### config.mk
export PLATFORM = sky130hd
export DESIGN_NAME = median_window_feeder
export DESIGN_NICKNAME = d
export VERILOG_FILES = /design/src/rtl/median_window_feeder.sv
export SDC_FILE = /design/constraint.sdc
export NUM_CORES = 1
export LEC_CHECK = 0
export ABC_AREA = 1
export ABC_CLOCK_PERIOD_IN_PS = 3900
export CORE_ASPECT_RATIO = 0.6
export CORE_MARGIN = 2
export CORE_UTILIZATION = 44
export DETAILED_ROUTE_END_ITERATION = 12
export GPL_ROUTABILITY_DRIVEN = 0
export GPL_TIMING_DRIVEN = 1
export HOLD_SLACK_MARGIN = 0.02
export SLEW_MARGIN = 20
export SYNTH_ARGS = -nofsm -noshare
export SYNTH_HDL_FRONTEND = slang
export SYNTH_SLANG_ARGS = --single-unit
### constraint.sdc
create_clock -name CLK -period 3.9 [get_ports CLK]
set_input_delay 0.78 -clock CLK [delete_from_list [all_inputs] [get_ports CLK]]
set_output_delay 0.78 -clock CLK [all_outputs]
set_load 0.03 [all_outputs]
### src/rtl/median_window_feeder.sv
// Builds 3x3 windows from a raster pixel stream using two line buffers, loads each
// interior window serially into the median core and returns its result over valid/ready.
module median_window_feeder #(
    parameter int SIZE   = 8,
    parameter int WIDTH  = 16,
    parameter int HEIGHT = 16
) (
    input  logic            CLK,
    input  logic            nRST,
    input  logic [SIZE-1:0] PIX_IN,
    input  logic            PIX_VALID,
    output logic            PIX_READY,
    output logic [SIZE-1:0] MED_DI,
    output logic            MED_DSI,
    input  logic [SIZE-1:0] MED_DO,
    input  logic            MED_DSO,
    output logic [SIZE-1:0] OUT_PIX,
    output logic            OUT_VALID,
    input  logic            OUT_READY,
    output logic            OUT_LAST
);

    localparam int CW = $clog2(WIDTH);
    localparam int RW = $clog2(HEIGHT);
    localparam logic [CW-1:0] COL_LAST = CW'(WIDTH - 1);
    localparam logic [RW-1:0] ROW_LAST = RW'(HEIGHT - 1);

    typedef enum logic [1:0] {
        ST_ACCEPT,
        ST_LOAD,
        ST_WAIT,
        ST_OUT
    } state_t;

    state_t        state;
    logic [CW-1:0] col;
    logic [RW-1:0] row;
    logic [3:0]    ld_idx;
    logic          last_win;

    logic [SIZE-1:0] lb0 [WIDTH];
    logic [SIZE-1:0] lb1 [WIDTH];
    // Row-major window: win[0..2] top row, win[6..8] bottom row (newest line).
    logic [SIZE-1:0] win [9];

    logic acc;
    logic win_done;
    logic frame_end;

    assign acc       = PIX_VALID & PIX_READY;
    assign win_done  = (row >= RW'(2)) && (col >= CW'(2));
    assign frame_end = (row == ROW_LAST) && (col == COL_LAST);

    always_ff @(posedge CLK or negedge nRST) begin
        if (!nRST) begin
            state     <= ST_ACCEPT;
            col       <= '0;
            row       <= '0;
            ld_idx    <= '0;
            last_win  <= 1'b0;
            PIX_READY <= 1'b0;
            MED_DSI   <= 1'b0;
            MED_DI    <= '0;
            OUT_VALID <= 1'b0;
            OUT_PIX   <= '0;
            OUT_LAST  <= 1'b0;
        end else begin
            case (state)
                ST_ACCEPT: begin
                    PIX_READY <= 1'b1;
                    if (acc) begin
                        if (col == COL_LAST) begin
                            col <= '0;
                            row <= frame_end ? '0 : row + 1'b1;
                        end else begin
                            col <= col + 1'b1;
                        end
                        if (win_done) begin
                            // win[1] becomes the top-left element once this accept shifts the window
                            state     <= ST_LOAD;
                            PIX_READY <= 1'b0;
                            MED_DSI   <= 1'b1;
                            MED_DI    <= win[1];
                            ld_idx    <= '0;
                            last_win  <= frame_end;
                        end
                    end
                end
                ST_LOAD: begin
                    if (ld_idx == 4'd8) begin
                        state   <= ST_WAIT;
                        MED_DSI <= 1'b0;
                        MED_DI  <= '0;
                    end else begin
                        ld_idx <= ld_idx + 4'd1;
                        MED_DI <= win[ld_idx + 4'd1];
                    end
                end
                ST_WAIT: begin
                    if (MED_DSO) begin
                        OUT_PIX   <= MED_DO;
                        OUT_LAST  <= last_win;
                        OUT_VALID <= 1'b1;
                        state     <= ST_OUT;
                    end
                end
                ST_OUT: begin
                    if (OUT_READY) begin
                        OUT_VALID <= 1'b0;
                        PIX_READY <= 1'b1;
                        state     <= ST_ACCEPT;
                    end
                end
                default: state <= ST_ACCEPT;
            endcase
        end
    end

    // Pixel storage is never reset: row/col gating keeps stale entries out of any loaded window.
    always_ff @(posedge CLK) begin
        if (acc) begin
            win[0]   <= win[1];
            win[1]   <= win[2];
            win[2]   <= lb1[col];
            win[3]   <= win[4];
            win[4]   <= win[5];
            win[5]   <= lb0[col];
            win[6]   <= win[7];
            win[7]   <= win[8];
            win[8]   <= PIX_IN;
            lb1[col] <= lb0[col];
            lb0[col] <= PIX_IN;
        end
    end

endmodule

==> flow_summary.json <==
{
  "crit_start": "col[0]",
  "ys_types": 29,
  "synth_top_area_share_pct": 67.99,
  "start_util_pct": 44.69,
  "rsz0062_at_grt": "false",
  "synth_top_area_cell": "edfxtp_1",
  "drcViolationCount": 0,
  "synthArstFlopShare_pct": 9.642,
  "power.share.sequential_pct": 42.4,
  "cts_tree": "yes",
  "power.density_mw_per_mm2": 831.9,
  "p_switching_mw": 5.063,
  "setup_viol": 0,
  "max-cap-violations": 0,
  "wl_per_cell_um": 21.49,
  "ys_ff_latch": 363,
  "p_int_mw": 8.759,
  "synth_commonest_cells": "edfxtp_1 (328), nand2_1 (181), nor2_1 (175)",
  "post_cts_buffers": 0,
  "synth_edf_count": 328,
  "ant_nets": 0,
  "ir_drop_mv": 0.4542,
  "drive_gt1_share_pct": 9.895,
  "synth_area_leaders": "edfxtp_1 (68%), dfrtp_1 (6.0%), nand2_1 (4.7%), nor2_1 (4.5%), o21ai_0 (3.3%)",
  "via_count": 9313,
  "cts_sinks": 363,
  "wirelength_um": 35630,
  "fp-row-count": 51,
  "globalRouteOverflowTotal": 0,
  "pwr-share-clk_pct": 23.8,
  "syn-mean-instance-area_um2": 12.58,
  "status": "complete, no violations",
  "io_buffer_count": 40,
  "firstDrtPassIters": 6,
  "fin_skew_ps": 11.45,
  "dp_hpwl_um": 22030,
  "area_growth_pct": 14.68,
  "synth_area_mm2": 0.01449,
  "postCtsHoldBufs": 0,
  "grt_pass1_vias": 8746,
  "grt_first_pass_wirelength_um": 53760,
  "timing.fmax_mhz": 367.7,
  "nFillCells": 2815,
  "min_period_ps": 2719,
  "finalCritPeriodShare_pct": 69.73,
  "clkLatencyLatePin_ps": 530,
  "crit_required_ps": 3930,
  "root_buffer": "clkbuf_16",
  "synth_flop_cell": "edfxtp_1",
  "p_leak_nw": 5.808,
  "drtIter0Drc": 1152,
  "switching_share_pct": 36.63,
  "worstMarginPinSlew_ps": 964.0,
  "fp.dieW_um": 238.3,
  "viasPerCell": 5.617,
  "critPathMaxFanout": 51,
  "multi_input_area_mm2": 0.003385,
  "regArea_mm2": 0.01073,
  "hold_viol_final": 0,
  "power_frac_comb_pct": 33.8,
  "cts_resized": 0,
  "setup_tns_ps": 0,
  "syn_inst": 1152,
  "stdcell_count": 1658,
  "cts_buffers": 34,
  "slew_violations": 0,
  "reg2reg_from": "col[0]",
  "crit_arrival_ps": 2750,
  "design.core.area_mm2": 0.03242,
  "cts.path.max_buffers": 3,
  "die_area_mm2": 0.03444,
  "slew_headroom_pct": 35.66,
  "synth.most_common_cell": "edfxtp_1",
  "ys_seq_area_share_pct": 74.03,
  "yosys_warnings": 0,
  "htreeDepth": 2,
  "path_clk_slew_ps": 70,
  "ios": 41,
  "dp_cells": 1595,
  "grt_antenna_before_repair": 1,
  "gr-usage-all-layers_pct": 20.96,
  "grt_max_degree": 97,
  "hold_path.class": "in -> async",
  "worst_setup_path_end_kind": "flip-flop",
  "startpoint_type": "flip-flop",
  "die_h_um": 144.6,
  "critPathKind": "reg -> reg",
  "synth_fp_nets": 1185,
  "final_nets": 1240
}
## critical path, stage by stage (launching register included)
cell and delay [ps]:
dfrtp_4 700, inv_4 310, buf_12 260, o21ai_1 140, o22ai_1 110, nand2_1 80
nand4_1 570
## cells in the final DEF (no fill, tap or decap)
cell and instances:
a21oi_1 5, a31oi_1 1, buf_12 5, buf_2 1
buf_4 34, bufinv_16 2, clkbuf_1 8, clkbuf_16 37
clkdlybuf4s50_1 39, clkinv_1 7, clkinv_2 8, clkinvlp_4 2
dfrtp_1 33, dfrtp_2 1, dfrtp_4 1, diode_2 1
edfxtp_1 328, ha_1 12, inv_1 29, inv_2 1
inv_4 1, mux2_2 9, nand2_1 181, nand3_1 71
nand3_2 1, nand3b_1 2, nand4_1 24, nor2_1 159
nor2_2 17, nor2_4 1, nor3_4 1, o211ai_1 1
o21ai_0 96, o21ai_1 45, o22ai_1 66, xnor2_1 1
xor2_1 3
## logic make-up (layout without fill, tap and decap cells)
family                     after synthesis  after routing  synth area share (%)
AOI/OAI and AO/OA                      214            214                 7.989
muxes                                    9              9                0.6996
xor gates and xnor gates                 4              4                0.2419
buffers and inverters                   93            174                 2.885
other                                    0              1                     0
DFF                                    363            363                 74.03
and+or+nand+nor                        457            457                 13.12
adders and majority gates               12             12                 1.036
## sequential cells by signal, summed over array words and instances, names as in the netlist, 2 cells and up
signal and count:
lb1 128, state 2, MED_DI 8, col 4, OUT_PIX 8, win 72
lb0 128, ld_idx 4, row 4
## through the flow
| step | hold WS [ps] | total power [mW] | instance area, um2 | util [%] | worst slack, ps |
|---|---|---|---|---|---|
| 6_report | 353.1 | 13.82 | 16610 | 51.25 | 1181 |
| 5_1_grt | 404.6 | 14.59 | 16610 | 51.25 | 997.0 |
| 4_1_cts | 365.4 | 13.87 | 16610 | 51.25 | 1147 |
| 3_5_place_dp | 432.7 | 10.57 | 15530 | 47.90 | 984.9 |
| 3_3_place_gp | 429.4 | 10.55 | 15530 | 47.90 | 1042 |
| 2_1_floorplan | 416.6 | 8.771 | 14490 | - | 673.5 |
## area by class of cell
type                       count  area share [%]
antenna                        1         0.01506
clock buffer                  45           5.753
clock inverter                17          0.7832
inverter                      33          0.7832
multi-input combinational    696           20.37
sequential                   363           64.58
tap                          424           3.193
timing repair buffer          79           4.518
## path summary, 6_finish.rpt
kind	slack (ps)	cells after the start	end
max reg2reg	1180	6	win[5][0]
max	1180	6	win[5][0]
max in group asynchronous	2900	1	col[0]
min reg2reg	450	0	win[6][7]
min	350	1	ld_idx[2]
min in group CLK	450	0	win[6][7]
## per-layer routing
metal | vias up | GRT usage [%] | part of all wire, %
li1 | 4275 | - | -
met1 | 4621 | 33.83 | 50
met2 | 374 | 27.30 | 39
met3 | 43 | 5.898 | 9.4
met4 | 0 | 4.803 | 1.4
met5 | - | 0 | 0
## power by group through the flow
stage	clock [mW]	sequential [mW]	combinational, mW
floorplan	0	5.96	2.81
global placement	0	5.92	4.63
detailed placement	0	5.93	4.64
CTS	3.36	5.85	4.66
global route	3.49	5.93	5.17
finish	3.29	5.86	4.68
No activity file was read; power rests on OpenSTA's default activity.
